`src/rtl/battle_pkg.sv`:
```
// -----------------------------------------------------------------------------
// battle_pkg
// Shared types and constants for the battle screen turn scheduler.
//   status_t            : phase code driven onto the 4-bit status bus
//   KEY_ENTER           : USB HID keycode used as the confirm key
//   DEF_*               : default HP, damage and phase-length constants
//   satSub()            : 8-bit subtract clamped at zero (9-bit internal math)
// -----------------------------------------------------------------------------
package battle_pkg;

  typedef enum logic [3:0] {
    ST_TITLE      = 4'd0,
    ST_MENU       = 4'd1,
    ST_ATTACK     = 4'd2,
    ST_ENEMY_TEXT = 4'd3,
    ST_PREP       = 4'd4,
    ST_DODGE      = 4'd5,
    ST_WIN        = 4'd6,
    ST_GAMEOVER   = 4'd7
  } status_t;

  localparam logic [7:0] KEY_ENTER = 8'd40;

  localparam logic [7:0] DEF_PLAYER_HP_MAX = 8'd20;
  localparam logic [7:0] DEF_ENEMY_HP_MAX  = 8'd40;
  localparam logic [7:0] DEF_ATTACK_DMG    = 8'd10;
  localparam logic [7:0] DEF_BULLET_DMG    = 8'd4;
  localparam logic [9:0] DEF_ATTACK_FRAMES = 10'd60;
  localparam logic [9:0] DEF_PREP_FRAMES   = 10'd30;
  localparam logic [9:0] DEF_DODGE_FRAMES  = 10'd300;
  localparam logic [9:0] DEF_INVULN_FRAMES = 10'd45;

  // Subtract in 9 bits so a borrow shows up in bit 8; a borrow means the
  // result would have gone negative, so clamp to zero instead of wrapping.
  function automatic logic [7:0] satSub(input logic [7:0] a, input logic [7:0] b);
    logic [8:0] diff;
    diff = {1'b0, a} - {1'b0, b};
    return diff[8] ? 8'd0 : diff[7:0];
  endfunction

endpackage

```
`src/rtl/battle_sequencer_if.sv`:
```
// -----------------------------------------------------------------------------
// battle_sequencer_if
// Bundles the battle sequencer's input events and phase/HP outputs.
//   frame_clk   : vsync-rate frame clock level
//   keycode     : current USB HID keycode, 0 = none
//   hit         : heart/bullet pixel collision
//   status      : phase code (see battle_pkg::status_t)
//   player_hp   : current player HP
//   enemy_hp    : current enemy HP
//   invuln      : high while post-hit invulnerability is running
//   wave_idx    : bullet pattern index for the current/next dodge phase
//   frames_left : ticks remaining in the current timed phase
// master = the side producing events and consuming status (environment),
// slave  = the sequencer itself.
// -----------------------------------------------------------------------------
interface battle_sequencer_if;

  logic       frame_clk;
  logic [7:0] keycode;
  logic       hit;
  logic [3:0] status;
  logic [7:0] player_hp;
  logic [7:0] enemy_hp;
  logic       invuln;
  logic [1:0] wave_idx;
  logic [9:0] frames_left;

  modport master (
    output frame_clk, keycode, hit,
    input  status, player_hp, enemy_hp, invuln, wave_idx, frames_left
  );

  modport slave (
    input  frame_clk, keycode, hit,
    output status, player_hp, enemy_hp, invuln, wave_idx, frames_left
  );

endinterface

```
`src/rtl/battle_sequencer_frame_tick_det.sv`:
```
// -----------------------------------------------------------------------------
// frame_tick_det
// Turns the free-running frame_clk level into a single-Clk tick pulse that
// appears two Clk edges after frame_clk rises.
//   Clk         : system clock
//   Reset       : synchronous, active-low reset
//   frame_clk_i : frame clock level from the video timing block
//   tick_o      : one-Clk pulse per frame_clk rising edge
// -----------------------------------------------------------------------------
module frame_tick_det (
  input  logic Clk,
  input  logic Reset,
  input  logic frame_clk_i,
  output logic tick_o
);

  logic sync_q;
  logic prev_q;
  logic tick_q;

  // First stage samples the frame clock level into the Clk domain, second
  // stage remembers the previous sample; a rising edge is "now high, was low"
  // and is registered so the tick is a clean one-cycle pulse.
  always_ff @(posedge Clk) begin
    if (!Reset) begin
      sync_q <= 1'b0;
      prev_q <= 1'b0;
      tick_q <= 1'b0;
    end else begin
      sync_q <= frame_clk_i;
      prev_q <= sync_q;
      tick_q <= sync_q & ~prev_q;
    end
  end

  assign tick_o = tick_q;

endmodule

```
`src/rtl/battle_sequencer.sv`:
```
// -----------------------------------------------------------------------------
// battle_sequencer
// Turn scheduler for the battle screen. Steps through menu, attack, enemy
// text, prep and dodge phases on frame ticks and Enter presses, and owns
// player HP, enemy HP, the post-hit invulnerability timer and wave index.
//   Clk   : system clock
//   Reset : synchronous, active-low reset (aborts any phase back to TITLE)
//   bus   : battle_sequencer_if.slave (frame_clk/keycode/hit in,
//           status/player_hp/enemy_hp/invuln/wave_idx/frames_left out)
// -----------------------------------------------------------------------------
module battle_sequencer
  import battle_pkg::*;
#(
  parameter logic [7:0] PLAYER_HP_MAX = DEF_PLAYER_HP_MAX,
  parameter logic [7:0] ENEMY_HP_MAX  = DEF_ENEMY_HP_MAX,
  parameter logic [7:0] ATTACK_DMG    = DEF_ATTACK_DMG,
  parameter logic [7:0] BULLET_DMG    = DEF_BULLET_DMG,
  parameter logic [9:0] ATTACK_FRAMES = DEF_ATTACK_FRAMES,
  parameter logic [9:0] PREP_FRAMES   = DEF_PREP_FRAMES,
  parameter logic [9:0] DODGE_FRAMES  = DEF_DODGE_FRAMES,
  parameter logic [9:0] INVULN_FRAMES = DEF_INVULN_FRAMES
) (
  input logic              Clk,
  input logic              Reset,
  battle_sequencer_if.slave bus
);

  status_t    state_q, state_d;
  logic [7:0] playerHp_q, playerHp_d;
  logic [7:0] enemyHp_q, enemyHp_d;
  logic [9:0] invulnCnt_q, invulnCnt_d;
  logic       invuln_q;
  logic [1:0] wave_q, wave_d;
  logic [9:0] frames_q, frames_d;
  logic       hitPending_q, hitPending_d;
  logic [7:0] keyPrev_q;

  logic       tick;
  logic       confirm;
  logic       pendingNow;
  logic       hitAccepted;
  logic [7:0] hpAfterHit;
  logic [7:0] enemyAfterAtk;

  frame_tick_det u_tick (
    .Clk         (Clk),
    .Reset       (Reset),
    .frame_clk_i (bus.frame_clk),
    .tick_o      (tick)
  );

  // A confirm is the first cycle Enter is seen; holding the key keeps
  // keyPrev_q at Enter so it cannot re-trigger.
  assign confirm = (bus.keycode == KEY_ENTER) && (keyPrev_q != KEY_ENTER);

  // All architectural state lives here; reset drops straight back to the
  // title screen with fresh HP and no pending hit or invulnerability.
  always_ff @(posedge Clk) begin
    if (!Reset) begin
      state_q      <= ST_TITLE;
      playerHp_q   <= PLAYER_HP_MAX;
      enemyHp_q    <= ENEMY_HP_MAX;
      invulnCnt_q  <= '0;
      invuln_q     <= 1'b0;
      wave_q       <= '0;
      frames_q     <= '0;
      hitPending_q <= 1'b0;
      keyPrev_q    <= '0;
    end else begin
      state_q      <= state_d;
      playerHp_q   <= playerHp_d;
      enemyHp_q    <= enemyHp_d;
      invulnCnt_q  <= invulnCnt_d;
      invuln_q     <= (invulnCnt_d != '0);
      wave_q       <= wave_d;
      frames_q     <= frames_d;
      hitPending_q <= hitPending_d;
      keyPrev_q    <= bus.keycode;
    end
  end

  // Next-state logic. Hit handling runs first so the DODGE branch can see
  // whether this tick's hit drained the player's HP: running out of HP wins
  // over the dodge timer expiring on the same tick. A hit arriving on the
  // tick cycle itself is folded into pendingNow so it is not lost when the
  // tick clears the pending flag.
  always_comb begin
    state_d       = state_q;
    playerHp_d    = playerHp_q;
    enemyHp_d     = enemyHp_q;
    invulnCnt_d   = invulnCnt_q;
    wave_d        = wave_q;
    frames_d      = frames_q;
    hitPending_d  = hitPending_q;
    hitAccepted   = 1'b0;
    hpAfterHit    = playerHp_q;
    enemyAfterAtk = satSub(enemyHp_q, ATTACK_DMG);
    pendingNow    = hitPending_q | (bus.hit && (state_q == ST_DODGE));

    if (pendingNow) begin
      hitPending_d = 1'b1;
    end

    if (tick) begin
      hitPending_d = 1'b0;
      if (invulnCnt_q != '0) begin
        invulnCnt_d = invulnCnt_q - 10'd1;
      end
      if (pendingNow && (invulnCnt_q == '0)) begin
        hitAccepted = 1'b1;
        hpAfterHit  = satSub(playerHp_q, BULLET_DMG);
        playerHp_d  = hpAfterHit;
        invulnCnt_d = INVULN_FRAMES;
      end
    end

    case (state_q)
      ST_TITLE: begin
        playerHp_d   = PLAYER_HP_MAX;
        enemyHp_d    = ENEMY_HP_MAX;
        wave_d       = '0;
        invulnCnt_d  = '0;
        frames_d     = '0;
        hitPending_d = 1'b0;
        if (confirm) begin
          state_d = ST_MENU;
        end
      end
      ST_MENU: begin
        if (confirm) begin
          state_d  = ST_ATTACK;
          frames_d = ATTACK_FRAMES;
        end
      end
      ST_ATTACK: begin
        if (tick) begin
          if (frames_q == 10'd1) begin
            frames_d  = '0;
            enemyHp_d = enemyAfterAtk;
            state_d   = (enemyAfterAtk == '0) ? ST_WIN : ST_ENEMY_TEXT;
          end else begin
            frames_d = frames_q - 10'd1;
          end
        end
      end
      ST_ENEMY_TEXT: begin
        if (confirm) begin
          state_d  = ST_PREP;
          frames_d = PREP_FRAMES;
        end
      end
      ST_PREP: begin
        if (tick) begin
          if (frames_q == 10'd1) begin
            state_d  = ST_DODGE;
            frames_d = DODGE_FRAMES;
          end else begin
            frames_d = frames_q - 10'd1;
          end
        end
      end
      ST_DODGE: begin
        if (tick) begin
          if (hitAccepted && (hpAfterHit == '0)) begin
            state_d  = ST_GAMEOVER;
            frames_d = '0;
          end else if (frames_q == 10'd1) begin
            state_d  = ST_MENU;
            frames_d = '0;
            wave_d   = wave_q + 2'd1;
          end else begin
            frames_d = frames_q - 10'd1;
          end
        end
      end
      ST_WIN, ST_GAMEOVER: begin
        if (confirm) begin
          state_d = ST_TITLE;
        end
      end
      default: begin
        state_d = ST_TITLE;
      end
    endcase

    // A pending hit never survives into another phase.
    if (state_d != state_q) begin
      hitPending_d = 1'b0;
    end
  end

  assign bus.status      = state_q;
  assign bus.player_hp   = playerHp_q;
  assign bus.enemy_hp    = enemyHp_q;
  assign bus.invuln      = invuln_q;
  assign bus.wave_idx    = wave_q;
  assign bus.frames_left = frames_q;

endmodule
```
`src/flat_wrapper.sv`:
```
// flat-port wrapper written by rule: the top's interface ports become plain ports
module battle_sequencer_flat import battle_pkg::*;
#(
  parameter logic [7:0] PLAYER_HP_MAX = DEF_PLAYER_HP_MAX,
  parameter logic [7:0] ENEMY_HP_MAX  = DEF_ENEMY_HP_MAX,
  parameter logic [7:0] ATTACK_DMG    = DEF_ATTACK_DMG,
  parameter logic [7:0] BULLET_DMG    = DEF_BULLET_DMG,
  parameter logic [9:0] ATTACK_FRAMES = DEF_ATTACK_FRAMES,
  parameter logic [9:0] PREP_FRAMES   = DEF_PREP_FRAMES,
  parameter logic [9:0] DODGE_FRAMES  = DEF_DODGE_FRAMES,
  parameter logic [9:0] INVULN_FRAMES = DEF_INVULN_FRAMES
)
  (Clk, Reset, bus_frame_clk, bus_keycode, bus_hit, bus_status, bus_player_hp, bus_enemy_hp, bus_invuln, bus_wave_idx, bus_frames_left);
  battle_sequencer_if bus_i ();
  input logic Clk;
  input logic Reset;
  input wire logic [$bits(bus_i.frame_clk)-1:0] bus_frame_clk;
  input wire logic [$bits(bus_i.keycode)-1:0] bus_keycode;
  input wire logic [$bits(bus_i.hit)-1:0] bus_hit;
  output wire logic [$bits(bus_i.status)-1:0] bus_status;
  output wire logic [$bits(bus_i.player_hp)-1:0] bus_player_hp;
  output wire logic [$bits(bus_i.enemy_hp)-1:0] bus_enemy_hp;
  output wire logic [$bits(bus_i.invuln)-1:0] bus_invuln;
  output wire logic [$bits(bus_i.wave_idx)-1:0] bus_wave_idx;
  output wire logic [$bits(bus_i.frames_left)-1:0] bus_frames_left;
  assign bus_i.frame_clk = bus_frame_clk;
  assign bus_i.keycode = bus_keycode;
  assign bus_i.hit = bus_hit;
  assign bus_status = bus_i.status;
  assign bus_player_hp = bus_i.player_hp;
  assign bus_enemy_hp = bus_i.enemy_hp;
  assign bus_invuln = bus_i.invuln;
  assign bus_wave_idx = bus_i.wave_idx;
  assign bus_frames_left = bus_i.frames_left;
  battle_sequencer #(.PLAYER_HP_MAX(PLAYER_HP_MAX), .ENEMY_HP_MAX(ENEMY_HP_MAX), .ATTACK_DMG(ATTACK_DMG), .BULLET_DMG(BULLET_DMG), .ATTACK_FRAMES(ATTACK_FRAMES), .PREP_FRAMES(PREP_FRAMES), .DODGE_FRAMES(DODGE_FRAMES), .INVULN_FRAMES(INVULN_FRAMES)) u_core (.Clk(Clk), .Reset(Reset), .bus(bus_i));
endmodule
```
`config.mk`:
```
export PLATFORM = sky130hd
export DESIGN_NAME = battle_sequencer_flat
export DESIGN_NICKNAME = d
export VERILOG_FILES = /design/src/rtl/battle_pkg.sv /design/src/rtl/battle_sequencer_if.sv /design/src/rtl/battle_sequencer_frame_tick_det.sv /design/src/rtl/battle_sequencer.sv /design/src/flat_wrapper.sv
export SDC_FILE = /design/constraint.sdc
export NUM_CORES = 1
export LEC_CHECK = 0
export BUFFER_PORTS_ARGS = -buffer_cell sky130_fd_sc_hd__buf_4
export CAP_MARGIN = 20
export CORE_AREA = 2 2 71 87
export DETAILED_ROUTE_END_ITERATION = 10
export DIE_AREA = 0 0 73 89
export PLACE_DENSITY_LB_ADDON = 0.2
export SLEW_MARGIN = 30
export SYNTH_ARGS = -nofsm -noshare
export SYNTH_HDL_FRONTEND = slang
export SYNTH_SLANG_ARGS = --single-unit
```
`constraint.sdc`:
```
create_clock -name Clk -period 3.5 [get_ports Clk]
set_input_delay 0.7 -clock Clk [delete_from_list [all_inputs] [get_ports Clk]]
set_output_delay 0.7 -clock Clk [all_outputs]
set_load 0.02 [all_outputs]
```
==> results of run 1 <==
==> per-layer routing <==
| layer | GRT usage | vias to the layer above |
|---|---|---|
| met5 | 0 | - |
| met4 | 0.0842 | 0 |
| met3 | 0.0349 | 18 |
| met2 | 0.437 | 102 |
| met1 | 0.309 | 1430 |
| li1 | - | 1521 |
==> area by class of cell <==
class	instances	area, µm²
sequential	55	1100
fill	496	1990
multi-input combinational	299	1890
tap	64	80.1
clock buffer	8	100
timing repair buffer	51	383
inverter	14	52.6
==> cells by family after synthesis <==
kind of cell,Yosys count
simple gates,180
compound gates,100
flops,55
buf+inv,36
xor+xnor,10
fa+ha+maj,5
mux,3
other cells,1
==> stage by stage <==
step | worst slack, ns | instance area (µm²) | hold WS, ns | power, mW | util
floorplan | 0.851 | 3140 | 0.367 | 0.699 | -
global placement | 0.553 | 3500 | 0.373 | 0.725 | 0.626
detailed placement | 0.494 | 3500 | 0.380 | 0.726 | 0.626
CTS | 0.748 | 3600 | 0.395 | 1.10 | 0.644
global route | 0.430 | 3600 | 0.413 | 1.14 | 0.644
finish | 0.727 | 3600 | 0.393 | 1.10 | 0.644
==> power by group through the flow <==
| stage | Clock [mW] | Sequential, mW | Combinational, mW |
|---|---|---|---|
| 3_3_place_gp | 0 | 0.652 | 0.0724 |
| 2_1_floorplan | 0 | 0.655 | 0.0444 |
| 4_1_cts | 0.391 | 0.638 | 0.0741 |
| 3_5_place_dp | 0 | 0.652 | 0.0738 |
| 6_report | 0.388 | 0.638 | 0.0737 |
| 5_1_grt | 0.423 | 0.639 | 0.0813 |
==> worst max-delay path, delay by kind of cell (launching register included) <==
family | cells | cell delay (ns)
muxes | 1 | 0.25
and+or+nand+nor | 5 | 1.62
DFF | 1 | 0.39
buffers and inverters | 1 | 0.12
adders and majority gates | 1 | 0.26
==> cells in the mapped netlist (all sizes together) (7+ instances only) <==
cell | number | share of area
o21ai | 12 | 0.019
clkbuf | 16 | 0.019
nand3 | 13 | 0.021
nor2b | 8 | 0.016
or3 | 11 | 0.022
nor4 | 10 | 0.022
and2 | 14 | 0.028
nor3 | 18 | 0.029
a21oi | 35 | 0.056
nand2 | 38 | 0.045
a31oi | 8 | 0.016
dfxtp | 55 | 0.35
o211ai | 8 | 0.024
nand4 | 7 | 0.014
inv | 14 | 0.017
nor2 | 27 | 0.037
==> registers in the layout, summed over array words and instances (netlist names) <==
name	cells
u_core.bus.frames_left	10
u_core.invulnCnt_q	10
u_core.bus.enemy_hp	8
u_core.bus.player_hp	8
u_core.keyPrev_q	8
u_core.bus.status	4
u_core.bus.wave_idx	2
u_core.bus.invuln	1
u_core.hitPending_q	1
u_core.u_tick.prev_q	1
u_core.u_tick.sync_q	1
u_core.u_tick.tick_o	1
==> worst min path at each step <==
| stage | to | slack (ns) | from |
|---|---|---|---|
| 2_1_floorplan | u_core.u_tick.tick_o | 0.37 | u_core.u_tick.prev_q |
| 3_3_place_gp | u_core.u_tick.tick_o | 0.37 | u_core.u_tick.prev_q |
| 3_5_place_dp | u_core.u_tick.tick_o | 0.38 | u_core.u_tick.prev_q |
| 4_1_cts | u_core.u_tick.tick_o | 0.40 | u_core.u_tick.prev_q |
| 5_1_grt | u_core.u_tick.tick_o | 0.41 | u_core.u_tick.prev_q |
| 6_report | u_core.u_tick.tick_o | 0.39 | u_core.u_tick.prev_q |
==> flow_summary.toml, run 1 <==
[clock_tree]
cts_tree = "built"
clk_pin_slew_ns = 0.10
cts_buffers = 5
insertion_delay_ns = 0.31
cts.sinks = 55
cts_resized = 0
cts_hold_buf = 0
clock_path_buffers = 2
post-cts-setup-buffer-count = 0
clockRootBuffer = "clkbuf_8"
cts_max_level = 2

[logic_synthesis]
synthAdderAreaFrac = 0.0199
synth_cells = 390
synthXorXnorAreaFrac = 0.0279
synth_edf_count = 0
synth_ff_type = "dfxtp_1"
syn-cell-area_um2 = 3140
ys_ff_latch = 55
synth_compound_area_frac = 0.220
seq_area_frac_synth = 0.351
synth_nets = 407
syn_area_per_cell_um2 = 8.05
async_flop_share = 0
ys_warn_count = 0
synth_top_family_by_area = "simple AND/OR/NAND/NOR gates"
ys_types = 62
synth-simple-area-share = 0.322
synth_mux_area_frac = 0.00956

[grt]
antenna_found_initial = 0
grt_overflow_total = 0
grt_max_degree = 28
grt_pass1_vias = 2783
grt_first_pass_wirelength_um = 12900
track_usage = 0.248

[sta]
max_freq_mhz = 361
finalSetupViolations = 0
clock_skew_ns = 0.00427
setup_tns_ns = 0
rsz0062_at_grt = "no"
tightest_slew_ns = 0.853
finalMaxSlewViolations = 0
layout_worst_path_cycle_share = 0.792
slew_headroom = 0.429
finalCriticalPeriod_ns = 2.77
final_hold_viol_count = 0

[routing]
highest_layer = "met4"
post_drt_via_cell_ratio = 6.25
via_count = 3071
met1_length_um = 3370
wl_met3_um = 365
wl_per_cell_um = 15.7
drc = 0
wl_um = 7710
drtPass1Iterations = 5
route.met2.wl_um = 3820
ant_nets = 0
drtIter0Drc = 189

[die]
die_y_um = 89
start_util = 0.562
ios = 45
coreArea_um2 = 5590
die-area_um2 = 6500
rows = 30
dieWidth_um = 73

[power]
p_per_area_nw_per_um2 = 305
pwr-share-seq = 0.580
ir_drop_mv = 0.219
p_int_uw = 844
p_sw_frac = 0.232
switchingPower_uw = 255
clockPowerShare = 0.353
power_frac_comb = 0.067
power_leakage_nw = 1.39

[setup_path]
rr_worst_depth = 8
end_kind = "flip-flop"
path_cells = "inv_1 -> ha_1 -> nor3b_1 -> nand2_1 -> or3_1 -> nor4_1 -> mux2i_1 -> nor2_1"
max_stage_delay_ns = 0.52
critPathCapture = "u_core.bus.player_hp[7]"
critPathLaunchType = "flip-flop"
r2r_end = "u_core.bus.player_hp[7]"
r2r_start = "u_core.invulnCnt_q[0]"
path_max_fanout = 10
critPathKind = "flip-flop to flip-flop"
crit_arrival_ns = 2.96
crit_start = "u_core.invulnCnt_q[0]"
rrSetupSlack_ns = 0.73
required_ns = 3.69
crit_path_top_delay_cell = "or3_1"

[cells_and_area]
fin_nets = 443
insertedDiodeCount = 0
layout_commonest_cell = "dfxtp_1"
final_cell_mix = "dfxtp_1, buf_4, nand2_1"
drive_gt1_frac = 0.166
area_delta_synth_final_pct = 14.7
stdcell_count = 491

[worst_hold_path]
holdPathStages = 1
hold_class = "flip-flop to flip-flop"

[run_status]
status = "finished clean"

[placed_design]
port-buffer-count = 44
place_inst = 483
dp_hpwl_um = 5500
gp_congestion = 0.928

[flow_run]
maxCapViolCount = 0
Power figures use the tool's default switching activity.
==> run 2: changes to the inputs <==
Clock period 3.5 ns to 2.6 ns, I/O delays scaled along.
==> run 2 against run 1 <==
Compared with the run above:
- flip-flop and latch count unchanged
- largest cell class unchanged
- critical path depth unchanged
- die area unchanged
- sequential share of layout area down 1.7 points
- fmax up 12%
- core utilization up 3.7 points
- global-route usage up 1.2 points
- highest routed layer unchanged
- register-to-register slack worse by 0.61 ns
- setup slack worse by 0.61 ns
- routed wire length up 5.9%
- combinational power up 40%
- sequential power up 35%
==> flow_summary.toml, run 2 (synthesized netlist as in run 1, its figures left out) <==
[sta]
fin_ws_ns = 0.118
hold_ws_ns = 0.399
max_freq_mhz = 403
tightest_slew_ns = 0.629
layout_worst_path_cycle_share = 0.955
rsz0062_at_grt = "no"
final_hold_viol_count = 0
finalSetupViolations = 0
clock_skew_ns = 0.0103
slew_headroom = 0.575
finalCriticalPeriod_ns = 2.48
finalMaxSlewViolations = 0
setup_tns_ns = 0

[placed_design]
dp_hpwl_um = 5960
gp_congestion = 0.923
place_ws_ns = -0.0182
port-buffer-count = 44

[setup_path]
critPathKind = "flip-flop to flip-flop"
critPathLaunchType = "flip-flop"
path_max_fanout = 13
crit_arrival_ns = 2.73
rr_worst_depth = 8
r2r_end = "u_core.bus.enemy_hp[2]"
r2r_start = "u_core.bus.frames_left[1]"
required_ns = 2.84
rrSetupSlack_ns = 0.12
end_kind = "flip-flop"

[grt]
grt_first_pass_wirelength_um = 13600
grt_pass1_vias = 3037
grt_overflow_total = 0
track_usage = 0.260
antenna_found_initial = 0
grt_max_degree = 28

[power]
power_leakage_nw = 1.52
power_frac_comb = 0.067
ir_drop_mv = 0.266
clockPowerShare = 0.376
switchingPower_uw = 357
p_per_area_nw_per_um2 = 406
p_int_mw = 1.19
p_sw_frac = 0.231
pwr-share-seq = 0.557

[clock_tree]
clock_path_buffers = 2
clk_pin_slew_ns = 0.10
cts.sinks = 55
cts_max_level = 2
clockRootBuffer = "clkbuf_8"
insertion_delay_ns = 0.31
cts_buffers = 5
cts_tree = "built"
cts_hold_buf = 0

[cells_and_area]
layout_commonest_cell = "buf_4"
fin_nets = 467
drive_gt1_frac = 0.217
multiInputGateArea_um2 = 1900
fin_util = 0.681
final_cell_mix = "buf_4, dfxtp_1, nand2_1"
insertedDiodeCount = 0
regArea_um2 = 1100
area_delta_synth_final_pct = 21.3
fillers = 473

[worst_hold_path]
min_from = "u_core.u_tick.prev_q"
hold_end = "u_core.u_tick.tick_o"
holdPathStages = 1
hold_class = "flip-flop to flip-flop"

[routing]
ant_nets = 0
wl_um = 8160
drc = 0
post_drt_via_cell_ratio = 6.33
wl_per_cell_um = 15.8
drtPass1Iterations = 6
drtIter0Drc = 177
via_count = 3259

[die]
die-area_um2 = 6500
start_util = 0.562
die_y_um = 89
coreArea_um2 = 5590
rows = 30
dieWidth_um = 73
ios = 45

[run_status]
status = "finished clean"

[flow_run]
maxCapViolCount = 0
run 2: what timing repair did:
action | CTS | global route
endpoints found under the hold margin | 0 | 0
buffers inserted | 0 | 1
endpoints found under the setup margin | 0 | 18
resized for setup | 0 | 2
run 2: worst max-delay path, stage by stage, from the launching register on:
cell and delay [ns]:
dfxtp_1 0.38, inv_1 0.10, ha_1 0.18, or3b_2 0.47
or4_4 0.49, nor2_8 0.15, o211ai_4 0.16, or3_1 0.34
a21oi_1 0.14
run 2: layout make-up:
| type | count | area share |
|---|---|---|
| inverter | 14 | 0.0138 |
| sequential | 55 | 0.289 |
| clock buffer | 5 | 0.0181 |
| timing repair buffer | 75 | 0.148 |
| multi-input combinational | 299 | 0.498 |
| clock inverter | 3 | 0.0122 |
| tap | 64 | 0.0210 |
run 2: worst max-delay path by stage:
stage | slack [ns] | cells past startpoint | startpoint | to
final | 0.12 | 8 | u_core.bus.frames_left[1] | u_core.bus.enemy_hp[2]
after global routing | 0.008 | 8 | u_core.bus.frames_left[1] | u_core.bus.enemy_hp[2]
after global placement | 0.05 | 8 | bus_keycode[1] | u_core.bus.frames_left[6]
after floorplan | 0.13 | 6 | bus_keycode[1] | u_core.bus.frames_left[5]
after detailed placement | -0.02 | 7 | bus_keycode[1] | u_core.bus.frames_left[5]
after CTS | 0.10 | 8 | u_core.bus.frames_left[1] | u_core.bus.enemy_hp[2]
run 2: stage by stage:
step                power, mW  area, µm²  std cells
floorplan               0.941       3140        390
global placement        0.980       3670        506
detailed placement      0.982       3670        506
CTS                      1.56       3790        514
global route             1.61       3810        515
finish                   1.54       3810        515
run 2: power groups by stage:
| stage | Combinational, mW | Clock [mW] | Sequential (mW) |
|---|---|---|---|
| 3_3_place_gp | 0.101 | 0 | 0.879 |
| 4_1_cts | 0.103 | 0.594 | 0.860 |
| 5_1_grt | 0.114 | 0.631 | 0.862 |
| 3_5_place_dp | 0.103 | 0 | 0.880 |
| 2_1_floorplan | 0.0598 | 0 | 0.881 |
| 6_report | 0.103 | 0.581 | 0.860 |
run 2: routing by layer:
| metal | routed length (µm) | vias to the layer above | track usage |
|---|---|---|---|
| li1 | - | 1570 | - |
| met4 | 272 | 0 | 0.121 |
| met1 | 3260 | 1527 | 0.288 |
| met5 | 0 | - | 0 |
| met3 | 407 | 32 | 0.0383 |
| met2 | 4210 | 130 | 0.482 |
